`src/rtl/bag_queue_if.sv`:
```
// Handshake bundle between the random source / game FSM and the 7-bag look-ahead queue.
interface bag_queue_if #(
  parameter int PIECE_W = 3,
  parameter int PREVIEW = 3
);
  logic                       flush;
  logic                       rnd_valid;
  logic [PIECE_W-1:0]         rnd;
  logic                       rnd_ready;
  logic                       pop;
  logic                       piece_valid;
  logic [PIECE_W-1:0]         piece;
  logic [PREVIEW*PIECE_W-1:0] preview;
  logic [PREVIEW-1:0]         preview_valid;
  logic [7:0]                 bag_count;

  modport master (
    output flush, rnd_valid, rnd, pop,
    input  rnd_ready, piece_valid, piece, preview, preview_valid, bag_count
  );

  modport slave (
    input  flush, rnd_valid, rnd, pop,
    output rnd_ready, piece_valid, piece, preview, preview_valid, bag_count
  );
endinterface

```
`src/rtl/bag_queue.sv`:
```
// 7-bag piece randomiser feeding a look-ahead FIFO with head + preview outputs.
// Optional BAG_LAST_FILL_EN: the last missing piece of a bag is pushed without waiting on rnd.
module bag_queue #(
  parameter int NUM_PIECES = 7,
  parameter int PIECE_W    = 3,
  parameter int QDEPTH     = 8,
  parameter int PREVIEW    = 3
) (
  input  logic       clk,
  input  logic       reset_n,
  bag_queue_if.slave bus
);
  localparam int PTR_W = $clog2(QDEPTH);

  logic [PIECE_W-1:0]    mem [QDEPTH];
  logic [PTR_W-1:0]      rd_ptr, wr_ptr;
  logic [PTR_W:0]        count;
  logic [NUM_PIECES-1:0] flags;
  logic [7:0]            bag_cnt;

  logic                  full, do_pop, take, accept, fill, push;
  logic [NUM_PIECES-1:0] rnd_mask, push_mask, next_flags;
  logic [PIECE_W-1:0]    fill_id, push_id;

  assign full = (count == (PTR_W+1)'(QDEPTH));

  // Out-of-range values produce an all-zero mask, so they are rejected like repeats.
  always_comb begin
    rnd_mask = '0;
    for (int i = 0; i < NUM_PIECES; i++)
      rnd_mask[i] = (bus.rnd == PIECE_W'(i));
  end

`ifdef BAG_LAST_FILL_EN
  assign fill = $onehot(~flags) && !full && !bus.flush;
  always_comb begin
    fill_id = '0;
    for (int i = 0; i < NUM_PIECES; i++)
      if (!flags[i]) fill_id = PIECE_W'(i);
  end
`else
  assign fill    = 1'b0;
  assign fill_id = '0;
`endif

  assign bus.rnd_ready = reset_n && !full && !bus.flush && !fill;
  assign take          = bus.rnd_valid && bus.rnd_ready;
  assign accept        = take && (|rnd_mask) && !(|(rnd_mask & flags));
  assign push          = accept || fill;
  assign push_id       = fill ? fill_id : bus.rnd;
  assign do_pop        = bus.pop && (count != '0) && !bus.flush;

  always_comb begin
    push_mask = '0;
    for (int i = 0; i < NUM_PIECES; i++)
      push_mask[i] = push && (push_id == PIECE_W'(i));
  end
  assign next_flags = flags | push_mask;

  always_ff @(posedge clk or negedge reset_n) begin
    if (!reset_n) begin
      rd_ptr  <= '0;
      wr_ptr  <= '0;
      count   <= '0;
      flags   <= '0;
      bag_cnt <= '0;
    end else if (bus.flush) begin
      rd_ptr  <= '0;
      wr_ptr  <= '0;
      count   <= '0;
      flags   <= '0;
      bag_cnt <= '0;
    end else begin
      if (push)   wr_ptr <= wr_ptr + 1'b1;
      if (do_pop) rd_ptr <= rd_ptr + 1'b1;
      case ({push, do_pop})
        2'b10:   count <= count + 1'b1;
        2'b01:   count <= count - 1'b1;
        default: count <= count;
      endcase
      // Completing the bag clears every flag on the same edge so the next draw starts a fresh bag.
      if (push) begin
        if (&next_flags) begin
          flags   <= '0;
          bag_cnt <= bag_cnt + 8'd1;
        end else begin
          flags   <= next_flags;
        end
      end
    end
  end

  always_ff @(posedge clk) begin
    if (push) mem[wr_ptr] <= push_id;
  end

  // Head and preview are read from registered state only; empty slots drive zero.
  always_comb begin
    bus.piece_valid   = (count != '0);
    bus.piece         = bus.piece_valid ? mem[rd_ptr] : '0;
    bus.preview       = '0;
    bus.preview_valid = '0;
    for (int k = 0; k < PREVIEW; k++) begin
      if (count > (PTR_W+1)'(k + 1)) begin
        bus.preview_valid[k]                  = 1'b1;
        bus.preview[k*PIECE_W +: PIECE_W]     = mem[rd_ptr + PTR_W'(k + 1)];
      end
    end
  end

  assign bus.bag_count = bag_cnt;
endmodule

```
`src/flat_wrapper.sv`:
```
// flat-port wrapper written by rule: the top's interface ports become plain ports
module bag_queue_flat 
#(
  parameter int NUM_PIECES = 7,
  parameter int PIECE_W    = 3,
  parameter int QDEPTH     = 8,
  parameter int PREVIEW    = 3
)
  (clk, reset_n, bus_flush, bus_rnd_valid, bus_rnd, bus_pop, bus_rnd_ready, bus_piece_valid, bus_piece, bus_preview, bus_preview_valid, bus_bag_count);
  bag_queue_if #(.PIECE_W(PIECE_W), .PREVIEW(PREVIEW)) bus_i ();
  input  logic clk;
  input  logic reset_n;
  input wire logic [$bits(bus_i.flush)-1:0] bus_flush;
  input wire logic [$bits(bus_i.rnd_valid)-1:0] bus_rnd_valid;
  input wire logic [$bits(bus_i.rnd)-1:0] bus_rnd;
  input wire logic [$bits(bus_i.pop)-1:0] bus_pop;
  output wire logic [$bits(bus_i.rnd_ready)-1:0] bus_rnd_ready;
  output wire logic [$bits(bus_i.piece_valid)-1:0] bus_piece_valid;
  output wire logic [$bits(bus_i.piece)-1:0] bus_piece;
  output wire logic [$bits(bus_i.preview)-1:0] bus_preview;
  output wire logic [$bits(bus_i.preview_valid)-1:0] bus_preview_valid;
  output wire logic [$bits(bus_i.bag_count)-1:0] bus_bag_count;
  assign bus_i.flush = bus_flush;
  assign bus_i.rnd_valid = bus_rnd_valid;
  assign bus_i.rnd = bus_rnd;
  assign bus_i.pop = bus_pop;
  assign bus_rnd_ready = bus_i.rnd_ready;
  assign bus_piece_valid = bus_i.piece_valid;
  assign bus_piece = bus_i.piece;
  assign bus_preview = bus_i.preview;
  assign bus_preview_valid = bus_i.preview_valid;
  assign bus_bag_count = bus_i.bag_count;
  bag_queue #(.NUM_PIECES(NUM_PIECES), .PIECE_W(PIECE_W), .QDEPTH(QDEPTH), .PREVIEW(PREVIEW)) u_core (.clk(clk), .reset_n(reset_n), .bus(bus_i));
endmodule
```
`config.mk`:
```
export PLATFORM = sky130hd
export DESIGN_NAME = bag_queue_flat
export DESIGN_NICKNAME = d
export VERILOG_FILES = /design/src/rtl/bag_queue_if.sv /design/src/rtl/bag_queue.sv /design/src/flat_wrapper.sv
export SDC_FILE = /design/constraint.sdc
export NUM_CORES = 1
export LEC_CHECK = 0
export CORE_MARGIN = 1.5
export CORE_UTILIZATION = 57
export CTS_CLUSTER_DIAMETER = 60
export DETAILED_ROUTE_END_ITERATION = 7
export GPL_ROUTABILITY_DRIVEN = 0
export PLACE_DENSITY = 0.85
export SLEW_MARGIN = 20
export SYNTH_ARGS = -nofsm -noshare
export SYNTH_HDL_FRONTEND = slang
export SYNTH_SLANG_ARGS = --single-unit
```
`constraint.sdc`:
```
create_clock -name clk -period 4.1 [get_ports clk]
set_clock_uncertainty 0.2 [all_clocks]
set_input_delay 1.025 -clock clk [delete_from_list [all_inputs] [get_ports clk]]
set_output_delay 1.025 -clock clk [all_outputs]
set_load 0.01 [all_outputs]
```
==> flow_metrics.py, run 1 <==
metrics = {
    "run_status": {
        "outcome": "completed",
    },
    "finish": {
        "n_antenna_cell": 0,
        "fill_cells": 413,
        "seq_area_sq_um": 1350,
        "layout-drive-gt1-share_pct": 18.3,
        "fin_nets": 338,
        "syn_to_final_growth_pct": 16.4,
        "multi_input_area_sq_um": 1780,
    },
    "timing": {
        "rsz0062_at_grt": "false",
        "tns_ns": 0,
        "final_max_slew_viol_count": 0,
        "fmax_mhz": 253,
        "finalCritPeriodShare_pct": 96.4,
        "hold_violations": 0,
        "post-route-min-period_ns": 3.95,
        "setup_viol": 0,
        "worst_slew_pin_slew_ns": 0.611,
        "timing.slew.headroom_pct": 59.3,
    },
    "synthesis": {
        "yosys.area.top_type": "edfxtp_1",
        "synth.net_count": 300,
        "synth-seq-cells": 49,
        "mappedNetlistArea_sq_um": 3250,
        "synth_area_per_cell_sq_um": 11.4,
        "synth_cells": 284,
        "ys_top_cells_by_area": "edfxtp_1 (22%), dfrtp_1 (19%), mux4_2 (12%)",
        "async_flop_share_pct": 51.0,
        "ys.flop_type": "dfrtp_1",
        "seq_area_frac_synth_pct": 41.4,
        "synth_edf_count": 24,
        "ys_types": 62,
        "yosysWarnings": 0,
        "yosysTopAreaCellShare_pct": 22.2,
    },
    "routing": {
        "antenna_left": 0,
        "drc": 0,
        "vias_per_cell": 6.23,
        "drt-initial-drc-count": 132,
        "vias": 2459,
        "finalWirelength_um": 6940,
        "dr.pass1.iters": 4,
        "wl_per_cell_um": 17.6,
    },
    "die": {
        "dieArea_sq_um": 6160,
        "coreArea_sq_um": 5510,
        "dieHeight_um": 78.5,
        "start_util_pct": 59.0,
        "num_rows": 27,
        "fp.dieW_um": 78.5,
        "ios": 33,
    },
    "global_routing": {
        "grt_pass1_wl_um": 11700,
        "overflow": 0,
        "antenna_found_initial": 0,
        "track_usage_pct": 24.5,
        "grt_pass1_vias": 2430,
        "grt_max_degree": 18,
    },
    "worst_setup_path": {
        "r2r-start": "u_core.count[1]",
        "crit_start": "u_core.rd_ptr[1]",
        "reg2reg_depth": 8,
        "critPathSlowestCell": "dfrtp_1",
        "worstPathCellList": "ha_1 > xor2_2 > mux4_2 > mux2i_1 > nor2_1 > clkdlybuf4s50_1",
        "cp_top_family": "flip-flops",
        "cp_num_cells": 6,
        "cpPeakStageDelay_ns": 0.66,
        "required_ns": 2.87,
        "rrSetupSlack_ns": 1.32,
        "cp.arrival_ns": 2.73,
        "startpoint_type": "flip-flop",
        "critPathMaxFanout": 13,
        "crit_path_end_kind": "primary output",
        "path_class": "reg2out",
        "critPathBufInv": 1,
        "cp-endpoint": "bus_preview[0]",
        "r2r_end": "u_core.mem[1][1]",
    },
    "power_and_ir_drop": {
        "p_per_area_nw_per_um2": 522,
        "power_mw": 1.98,
        "p_leak_nw": 1.35,
        "vdd_drop_max_mv": 0.393,
    },
    "clock_network": {
        "h-tree-depth": 2,
        "cts.sinks": 49,
        "cts_made_buffers": 5,
        "clkTransAtPathRegs_ns": 0.09,
        "cts_max_path_buffers": 2,
        "clk_latency_ns": 0.30,
        "cts_tree": "yes",
        "root_buffer": "clkbuf_8",
    },
    "job": {
        "drv_cap": 0,
    },
    "place": {
        "dp.final_hpwl_um": 5310,
        "numPortBuffers": 32,
    },
    "worst_hold_path": {
        "min_path_type": "reg2reg",
    },
}
## cells in the final DEF (no fill, tap or decap), drive strengths merged, types with 10 or more instances in the layout
master and n:
clkdlybuf4s50 32, mux4 18, edfxtp 24, buf 16, mux2i 13, dfrtp 25, nor3 10, nand2 16
nor2 29
## worst register-to-register path: cells and delay by family, from the launching register on
family / cells / cell delay (ns)
and+or+nand+nor: 5 / 1.22
DFF: 1 / 0.45
adders and majority gates: 1 / 0.23
AOI/OAI and AO/OA: 1 / 0.21
buffers and inverters: 1 / 0.11
## per-stage QoR
| step | area (sq um) | hold slack, ns | std cells | util, % | setup WS (ns) |
|---|---|---|---|---|---|
| 3_5_place_dp | 3680 | 0.304 | 387 | 66.9 | 0.320 |
| 4_1_cts | 3780 | 0.324 | 395 | 68.6 | 0.120 |
| 3_3_place_gp | 3680 | 0.293 | 387 | 66.9 | 0.351 |
| 5_1_grt | 3780 | 0.370 | 395 | 68.7 | 0.00436 |
| 2_1_floorplan | 3250 | 0.272 | 284 | - | 0.782 |
| 6_report | 3780 | 0.322 | 395 | 68.7 | 0.147 |
## worst min-delay path by stage
stage                     cells past startpoint         endpoint       startpoint
after CTS                                     1  u_core.flags[3]  u_core.flags[3]
final                                         1  u_core.flags[3]  u_core.flags[3]
after detailed placement                      1  u_core.flags[3]  u_core.flags[3]
after global placement                        1  u_core.flags[3]  u_core.flags[3]
after floorplan                               1  u_core.flags[3]  u_core.flags[3]
after global routing                          1  u_core.flags[3]  u_core.flags[3]
## cell type report
class,instances,share of cell area (%)
multi-input combinational,209,47.1
sequential,49,35.6
timing repair buffer,48,11.6
tap,72,2.38
clock buffer,6,1.92
inverter,9,0.993
clock inverter,2,0.397
## registers in the layout, summed over array words and instances, names as in the netlist
register and count:
u_core.bus.bag_count 8, u_core.count 4, u_core.flags 7, u_core.mem 24, u_core.rd_ptr 3, u_core.wr_ptr 3
## metal layers
layer	track usage [%]	routed length, um	vias up
met5	0	0	-
met4	7.86	69	0
met3	4.30	337	9
met2	42.5	3560	82
met1	31.2	2980	1204
li1	-	-	1164
## synth_stat cells (5+ instances only)
library cell   n
ha_1           8
mux4_2        18
nor2_1        28
a31oi_1        7
o21ai_0        5
nor3b_1        6
nor2b_1        6
inv_1          8
mux2i_1       13
a21oi_1        6
o21a_1         6
nand2_1       15
nor3_1         9
edfxtp_1      24
o31ai_1        6
dfrtp_1       25
nand3_1        8
## kinds of logic after synthesis
| kind of cell | synth area share, % |
|---|---|
| simple gates | 17.8 |
| buf+inv | 4.01 |
| xor+xnor | 2.31 |
| flops | 41.4 |
| mux | 17.2 |
| compound gates | 14.2 |
| fa+ha+maj | 3.08 |
## power breakdown
group | switching (mW) | leakage (nW) | internal, mW
clock network | 0.159 | 0.0374 | 0.120
registers | 0.0740 | 0.537 | 0.565
logic | 0.502 | 0.772 | 0.555
## repair_timing
action / 4_1_cts / 5_1_grt
gates resized for setup: 1 / 1
endpoints found under the setup margin: 1 / 3
setup buffers: 0 / 0
hold buffers: 0 / 0
Power figures use the tool's default switching activity.
==> inputs of run 2 (changes only) <==
Settings changed: CTS_CLUSTER_SIZE set to 28.
==> results of run 2 <==
The final DEF is identical to that of run 1; final timing and power are the same.
